### src/rtl/std_cache_pkg.sv
// std_cache_pkg: shared dcache types, default geometry and the scrubber state encoding
package std_cache_pkg;
   localparam int DCACHE_NUM_WORDS = 256;
   localparam int DCACHE_SET_ASSOC = 8;
   typedef enum logic [1:0] {IDLE, RD, CHK, WB} scrub_state_e;
   function automatic int idx_width(input int n);
      return n > 1 ? $clog2(n) : 1;
   endfunction
   localparam int SetIdxWidth = idx_width(DCACHE_NUM_WORDS);
   localparam int WayIdxWidth = idx_width(DCACHE_SET_ASSOC);
endpackage

### src/rtl/dcache_scrub_ptr.sv
// dcache_scrub_ptr: (set, way) walk pointer with end-of-sweep pulse
module dcache_scrub_ptr import std_cache_pkg::*; #(
   parameter int NumSets = DCACHE_NUM_WORDS,
   parameter int NumWays = DCACHE_SET_ASSOC,
   localparam int SetW = idx_width(NumSets),
   localparam int WayW = idx_width(NumWays)
) (
   input  logic            clk,
   input  logic            rst,
   input  logic            advance,
   output logic [SetW-1:0] set_idx,
   output logic [WayW-1:0] way_idx,
   output logic            sweep_done
);
   logic last_way, last;
   assign last_way = way_idx == WayW'(NumWays - 1);
   assign last = last_way && set_idx == SetW'(NumSets - 1);
   // way-major walk; the set steps when the way wraps, and both wrap on the final entry
   always_ff @(posedge clk) begin
      if (rst) begin
         set_idx <= '0;
         way_idx <= '0;
         sweep_done <= 1'b0;
      end else begin
         sweep_done <= advance && last;
         if (advance) begin
            way_idx <= last_way ? '0 : way_idx + 1'b1;
            if (last_way) set_idx <= last ? '0 : set_idx + 1'b1;
         end
      end
   end
endmodule

### src/rtl/dcache_scrub_ctrl.sv
// dcache_scrub_ctrl: background ECC scrubber on the lowest-priority tag-compare arbiter port
module dcache_scrub_ctrl import std_cache_pkg::*; #(
   parameter int NumSets = DCACHE_NUM_WORDS,
   parameter int NumWays = DCACHE_SET_ASSOC,
   parameter int LineWidth = 128,
   parameter int IntervalWidth = 16,
   parameter int CntWidth = 16,
   localparam int SetW = idx_width(NumSets),
   localparam int WayW = idx_width(NumWays)
) (
   input  logic                     clk_i,
   input  logic                     rst_i,
   input  logic                     enable_i,
   input  logic                     flush_i,
   input  logic [IntervalWidth-1:0] interval_i,
   output logic [NumWays-1:0]       req_o,
   output logic [SetW-1:0]          index_o,
   output logic                     we_o,
   output logic [LineWidth-1:0]     wdata_o,
   input  logic                     gnt_i,
   input  logic [LineWidth-1:0]     rdata_i,
   input  logic                     corr_err_i,
   input  logic                     uncorr_err_i,
   input  logic                     snoop_we_i,
   input  logic [SetW-1:0]          snoop_index_i,
   output logic                     busy_o,
   output logic                     uncorr_o,
   output logic [SetW-1:0]          uncorr_index_o,
   output logic [WayW-1:0]          uncorr_way_o,
   output logic                     sweep_done_o,
   output logic [CntWidth-1:0]      corr_cnt_o,
   output logic [CntWidth-1:0]      uncorr_cnt_o
);
   scrub_state_e state;
   logic [IntervalWidth-1:0] timer;
   logic [SetW-1:0] set_ptr;
   logic [WayW-1:0] way_ptr;
   logic [NumWays-1:0] way_oh;
   logic go, hit, adv;
   assign go = enable_i && !flush_i;
   // another requester wrote our set while we hold its data: the read is stale, retry the entry
   assign hit = snoop_we_i && snoop_index_i == set_ptr && (state == CHK || state == WB);
   assign adv = !hit && ((state == CHK && (uncorr_err_i || !corr_err_i)) || (state == WB && go && gnt_i));
   assign way_oh = NumWays'(1) << way_ptr;
   assign busy_o = state != IDLE;
   dcache_scrub_ptr #(.NumSets(NumSets), .NumWays(NumWays)) u_ptr (
      .clk(clk_i),
      .rst(rst_i),
      .advance(adv),
      .set_idx(set_ptr),
      .way_idx(way_ptr),
      .sweep_done(sweep_done_o)
   );
   // scrub FSM with registered request, write-back line, error reporting and saturating counters
   always_ff @(posedge clk_i) begin
      if (rst_i) begin
         state <= IDLE;
         timer <= interval_i;
         req_o <= '0;
         index_o <= '0;
         we_o <= 1'b0;
         wdata_o <= '0;
         uncorr_o <= 1'b0;
         uncorr_index_o <= '0;
         uncorr_way_o <= '0;
         corr_cnt_o <= '0;
         uncorr_cnt_o <= '0;
      end else begin
         uncorr_o <= 1'b0;
         case (state)
            IDLE: if (go) begin
               if (timer == '0) begin
                  state <= RD;
                  req_o <= way_oh;
                  index_o <= set_ptr;
               end else timer <= timer - 1'b1;
            end
            RD: if (!go || gnt_i) begin
               state <= go ? CHK : IDLE;
               req_o <= '0;
               timer <= interval_i;
            end
            CHK: begin
               wdata_o <= rdata_i;
               if (!hit && !uncorr_err_i && corr_err_i) begin
                  state <= WB;
                  req_o <= way_oh;
                  we_o <= 1'b1;
                  if (~&corr_cnt_o) corr_cnt_o <= corr_cnt_o + 1'b1;
               end else begin
                  state <= IDLE;
                  timer <= interval_i;
                  if (!hit && uncorr_err_i) begin
                     uncorr_o <= 1'b1;
                     uncorr_index_o <= set_ptr;
                     uncorr_way_o <= way_ptr;
                     if (~&uncorr_cnt_o) uncorr_cnt_o <= uncorr_cnt_o + 1'b1;
                  end
               end
            end
            WB: if (!go || hit || gnt_i) begin
               state <= IDLE;
               req_o <= '0;
               we_o <= 1'b0;
               timer <= interval_i;
            end
            default: state <= IDLE;
         endcase
      end
   end
endmodule

### config.mk
export PLATFORM = sky130hd
export DESIGN_NAME = dcache_scrub_ctrl
export DESIGN_NICKNAME = d
export VERILOG_FILES = /design/src/rtl/std_cache_pkg.sv /design/src/rtl/dcache_scrub_ptr.sv /design/src/rtl/dcache_scrub_ctrl.sv
export SDC_FILE = /design/constraint.sdc
export NUM_CORES = 1
export LEC_CHECK = 0
export BUFFER_PORTS_ARGS = -buffer_cell sky130_fd_sc_hd__buf_2
export CAP_MARGIN = 20
export CORE_MARGIN = 4
export CORE_UTILIZATION = 40
export CTS_BUF_LIST = sky130_fd_sc_hd__clkbuf_8
export DETAILED_ROUTE_END_ITERATION = 6
export PLACE_DENSITY = 0.65
export SETUP_SLACK_MARGIN = 0.15
export SYNTH_ARGS = -nofsm -noshare
export SYNTH_HDL_FRONTEND = slang
export SYNTH_SLANG_ARGS = --single-unit
### constraint.sdc
create_clock -name clk_i -period 2.8 [get_ports clk_i]
set_input_delay 0.14 -clock clk_i [delete_from_list [all_inputs] [get_ports clk_i]]
set_output_delay 0.14 -clock clk_i [all_outputs]
set_load 0.05 [all_outputs]
==> metrics.log <==
INFO  metric combPwrFrac = under 10%
INFO  metric dieWidth = ~160 um
INFO  metric stdcell_area = 0.0132 mm^2
INFO  metric std_cell_rows = 54
INFO  metric layout.cells.non_filler = 1857
INFO  metric via_count_of_the_first_global_routing_pass = 8853
INFO  metric startpoint_type = register
INFO  metric portBuffers = 350
INFO  metric post-route-min-period = ~2.4 ns
INFO  metric min_path_type = input pin to register
INFO  metric syn_area_cell = 8.35 um^2
INFO  metric route.detailed.drc = 0
INFO  metric period_share = between 80% and 90%
INFO  metric p_clk_share = 46.1%
INFO  metric synth.cell_area = 0.00888 mm^2
INFO  metric grtUsageMet1 = 27.6%
INFO  metric synth-edff-count = 16
INFO  metric timing.critical_path.arrival = 2.55 ns
INFO  metric grt-busiest-layer = met2
INFO  metric grt_first_pass_wirelength = about 45 mm
INFO  metric max_slew.worst_pin.slew = 0.839 ns
INFO  metric setup-tns-final = 0 ns
INFO  metric clkTransAtPathRegs = roughly 0.060 ns
INFO  metric synth_sequential_area_ratio = between 50% and 60%
INFO  metric drt_first_iter_violations = 662
INFO  metric max-slew-margin-rel = 44.1%
INFO  metric postSynth.asyncResetShare = 0%
INFO  metric ys.flop_type = sky130_fd_sc_hd__dfxtp_1
INFO  metric cts_buffers = 40
INFO  metric antenna_found_initial = 0
INFO  metric routability_congestion_estimate = 0.829
INFO  metric cts.sinks = ~220
INFO  metric cts-root-buf = sky130_fd_sc_hd__clkbuf_8
INFO  metric synthDistinctLibCells = 50
INFO  metric ys_ff_latch = 219
INFO  metric max_cap_violations = 0
INFO  metric areaGrowthSynthToFinish = 48.3%
INFO  metric p_leak = between 5 and 6 nW
INFO  metric timing_worst_setup_path_type = register to register
INFO  metric placedInstanceArea = about 0.011 mm^2
INFO  metric rsz_0062_raised_after_global_routing = no
INFO  metric worst_path_largest_cell_delay = between 0.5 and 0.6 ns
INFO  metric met3_usage = slightly above 6%
INFO  metric tritoncts = yes
INFO  metric fmax = approximately 420 MHz
INFO  metric effective_utilization_at_floorplan = ~41%
INFO  metric ioPinCount = 351
INFO  metric power.switching_fraction = between 20 and 25%
INFO  metric largest_net_degree_at_the_start_of_global_routing = 129
INFO  metric status = complete, no violations
INFO  metric sequentialPowerShare = a little under half
INFO  metric final_hold_viol_count = 0
INFO  metric layout-drive-gt1-share = 27.4%
INFO  metric ir_worst_vdd = roughly 0.00044 V
INFO  metric routed_wirelength = 29.7 mm
INFO  metric globalRouteTotalUtil = between 20 and 25%
INFO  metric critical_path_peak_fanout = 16
INFO  metric detailedRoute.firstPassIterationCount = 5
INFO  metric die-area = approximately 0.025 mm^2
INFO  metric critPathBufInv = 0
INFO  metric power-per-cell-area = ~530 mW/mm^2
INFO  metric total_number_of_vias = between 9000 and 10000
INFO  metric dpl.cell_count = 1642
INFO  metric worst_path_max_delay_cell = sky130_fd_sc_hd__or4_4
INFO  metric core = 0.0218 mm^2
INFO  metric antenna_cells = 0
INFO  metric postSynthNetCount = 1234
INFO  metric yosys_warnings = 0
INFO  metric internal_power = 0.00544 W
INFO  metric final_nets = approximately 1700
INFO  metric net-switching-power = between 0.0015 and 0.002 W
INFO  metric crit_required = about 3 ns
INFO  metric clock_skew = approximately 0.011 ns
INFO  metric worst_setup_path_end_kind = register
INFO  metric die_h = about 160 um
INFO  metric report.final.slew_viol_count = 0
INFO  metric cts_max_level = 2
INFO  metric groute.layer.met2.usage = a little under two fifths
INFO  metric avgRoutedWirePerCell = ~16 um
INFO  metric nFillCells = between 1500 and 2000
INFO  metric synth_cells = 1063
INFO  metric routed_via_density = 4.98
INFO  metric ctsLongestPathBuffers = 3
INFO  metric cp_cell_sequence = xor2_1, or4_4, o31ai_1, o21ai_0, nor2_1, or2_4
INFO  metric finalSetupViolCount = 0
INFO  metric hpwl_after_detailed_placement = between 15 and 20 mm
INFO  metric cpLargestDelayFamily = simple AND/OR/NAND/NOR gates
INFO  metric ant_nets = 0
INFO  metric clk-insertion-delay-late = around 0.51 ns
INFO  metric grt_overflow_total = 0
INFO  metric post_cts_setup_buffer_count = 0
## routing by layer
layer,up-vias,share of wire (%),wire length (um)
met5,-,0,0
met4,0,5.2,1560
met3,109,8.3,2470
met2,423,47,14000
met1,4200,39,11700
li1,4516,-,-
## worst reg2reg max path: stages, from the launching register on
cell                      delay (ns)
sky130_fd_sc_hd__dfxtp_1        0.47
sky130_fd_sc_hd__xor2_1         0.13
sky130_fd_sc_hd__or4_4          0.55
sky130_fd_sc_hd__o31ai_1        0.27
sky130_fd_sc_hd__o21ai_0        0.14
sky130_fd_sc_hd__nor2_1         0.18
sky130_fd_sc_hd__or2_4          0.30
## power groups by stage
stage | clock network, W | logic (W) | registers, W
after detailed placement | 0 | 0.000368 | 0.00332
after floorplan | 0 | 0.000173 | 0.00334
after CTS | 0.00334 | 0.000532 | 0.00325
final | 0.00325 | 0.000542 | 0.00325
after global routing | 0.00349 | 0.000591 | 0.00326
after global placement | 0 | 0.000367 | 0.00332
## metrics by stage
step | utilization (%) | hold WS (ns) | setup WS [ns] | total power (W)
after floorplan | - | 0.276 | 0.399 | 0.00351
after global placement | 49.7 | 0.380 | 0.315 | 0.00368
after detailed placement | 49.7 | 0.386 | 0.315 | 0.00369
after CTS | 60.3 | 0.00750 | 0.310 | 0.00712
after global routing | 60.3 | 0.0584 | 0.154 | 0.00733
final | 60.3 | 0.0344 | 0.440 | 0.00704
## kinds of logic (layout without fill, tap and decap cells)
logic type | count (synthesis) | in the layout | synth area share, %
AND/OR/NAND/NOR | 506 | 506 | 25.1
buffers and inverters | 70 | 584 | 3.34
adder cells (fa/ha/maj) | 11 | 11 | 1.55
XOR/XNOR | 44 | 44 | 4.34
flip-flops | 219 | 219 | 51.2
AO/OA/AOI/OAI | 179 | 179 | 10.6
multiplexers | 34 | 34 | 3.87
## final timing paths
kind                                       end                           from  slack (ns)  depth (start not counted)
hold reg to reg       wdata_o[12]$_SDFFE_PP0N_       wdata_o[12]$_SDFFE_PP0N_        0.45                          2
setup / recovery           timer[12]$_DFFE_PP_  u_ptr.set_idx[0]$_SDFFE_PP0P_        0.44                          6
hold / removal    uncorr_cnt_o[6]$_SDFFE_PP0P_                          rst_i        0.03                          2
setup reg to reg           timer[12]$_DFFE_PP_  u_ptr.set_idx[0]$_SDFFE_PP0P_        0.44                          6
## synthesized netlist by cell type, types with 4 or more instances
cell	instances	area, um^2
sky130_fd_sc_hd__buf_1	4	15.0
sky130_fd_sc_hd__nor2b_1	13	81.3
sky130_fd_sc_hd__nor2_1	71	267
sky130_fd_sc_hd__edfxtp_1	16	480
sky130_fd_sc_hd__xnor2_1	28	245
sky130_fd_sc_hd__a211oi_1	4	30.0
sky130_fd_sc_hd__nand4_1	13	81.3
sky130_fd_sc_hd__o21ai_0	23	115
sky130_fd_sc_hd__inv_1	8	30.0
sky130_fd_sc_hd__xor2_1	16	140
sky130_fd_sc_hd__a21oi_1	140	701
sky130_fd_sc_hd__nand2_1	309	1160
sky130_fd_sc_hd__or3_1	9	56.3
sky130_fd_sc_hd__and3_1	7	43.8
sky130_fd_sc_hd__mux2i_1	31	310
sky130_fd_sc_hd__nand3_1	18	90.1
sky130_fd_sc_hd__ha_1	11	138
sky130_fd_sc_hd__dfxtp_1	203	4060
sky130_fd_sc_hd__clkbuf_1	52	195
sky130_fd_sc_hd__nand2b_1	11	68.8
sky130_fd_sc_hd__nor4_1	9	56.3
sky130_fd_sc_hd__and2_1	5	31.3
sky130_fd_sc_hd__nor3_1	18	90.1
## registers in the layout (all words and copies together) (netlist names)
name / count
index_o: 8
we_o: 1
corr_cnt_o: 16
state: 2
uncorr_way_o: 3
u_ptr.sweep_done: 1
u_ptr.set_idx: 8
uncorr_o: 1
u_ptr.way_idx: 3
timer: 16
req_o: 8
uncorr_index_o: 8
uncorr_cnt_o: 16
wdata_o: 128
## final cells by class
cell class | count | area, um^2 | area share, %
Clock buffer | 49 | 674 | 5.12
Clock inverter | 20 | 188 | 1.43
Inverter | 8 | 30.0 | 0.228
Multi-Input combinational cell | 774 | 4050 | 30.8
Sequential cell | 219 | 4540 | 34.5
Tap cell | 280 | 350 | 2.66
Timing Repair Buffer | 507 | 3330 | 25.3
## placed cells by master, fill, tap and decap left out, types with 2 or more instances in the layout
cell / count
sky130_fd_sc_hd__xnor2_1: 28
sky130_fd_sc_hd__nor4_1: 9
sky130_fd_sc_hd__ha_1: 11
sky130_fd_sc_hd__o31a_1: 2
sky130_fd_sc_hd__nor2_1: 71
sky130_fd_sc_hd__nor2b_1: 12
sky130_fd_sc_hd__dlygate4sd3_1: 146
sky130_fd_sc_hd__nor3_4: 2
sky130_fd_sc_hd__a211oi_1: 4
sky130_fd_sc_hd__buf_4: 9
sky130_fd_sc_hd__and3_1: 7
sky130_fd_sc_hd__nand2b_1: 11
sky130_fd_sc_hd__nand4_1: 13
sky130_fd_sc_hd__dfxtp_1: 203
sky130_fd_sc_hd__nor4b_1: 3
sky130_fd_sc_hd__mux2_1: 2
sky130_fd_sc_hd__clkinv_2: 6
sky130_fd_sc_hd__nor3_1: 18
sky130_fd_sc_hd__o31ai_1: 3
sky130_fd_sc_hd__o21ai_0: 23
sky130_fd_sc_hd__nand3_1: 18
sky130_fd_sc_hd__nor3b_1: 3
sky130_fd_sc_hd__buf_2: 349
sky130_fd_sc_hd__and2_1: 5
sky130_fd_sc_hd__inv_1: 18
sky130_fd_sc_hd__nand2_1: 309
sky130_fd_sc_hd__or3_1: 9
sky130_fd_sc_hd__xor2_1: 16
sky130_fd_sc_hd__mux2i_1: 31
sky130_fd_sc_hd__edfxtp_1: 16
sky130_fd_sc_hd__clkbuf_8: 49
sky130_fd_sc_hd__or4_1: 3
sky130_fd_sc_hd__buf_12: 2
sky130_fd_sc_hd__and4_1: 3
sky130_fd_sc_hd__bufinv_16: 4
sky130_fd_sc_hd__a21oi_1: 140
## repair_timing
| action | CTS | global route |
|---|---|---|
| hold endpoints to repair | 147 | 0 |
| hold buffers | 146 | 0 |
| gates resized for setup | 0 | 1 |
| setup endpoints to repair | 0 | 16 |
Power figures use the tool's default switching activity.
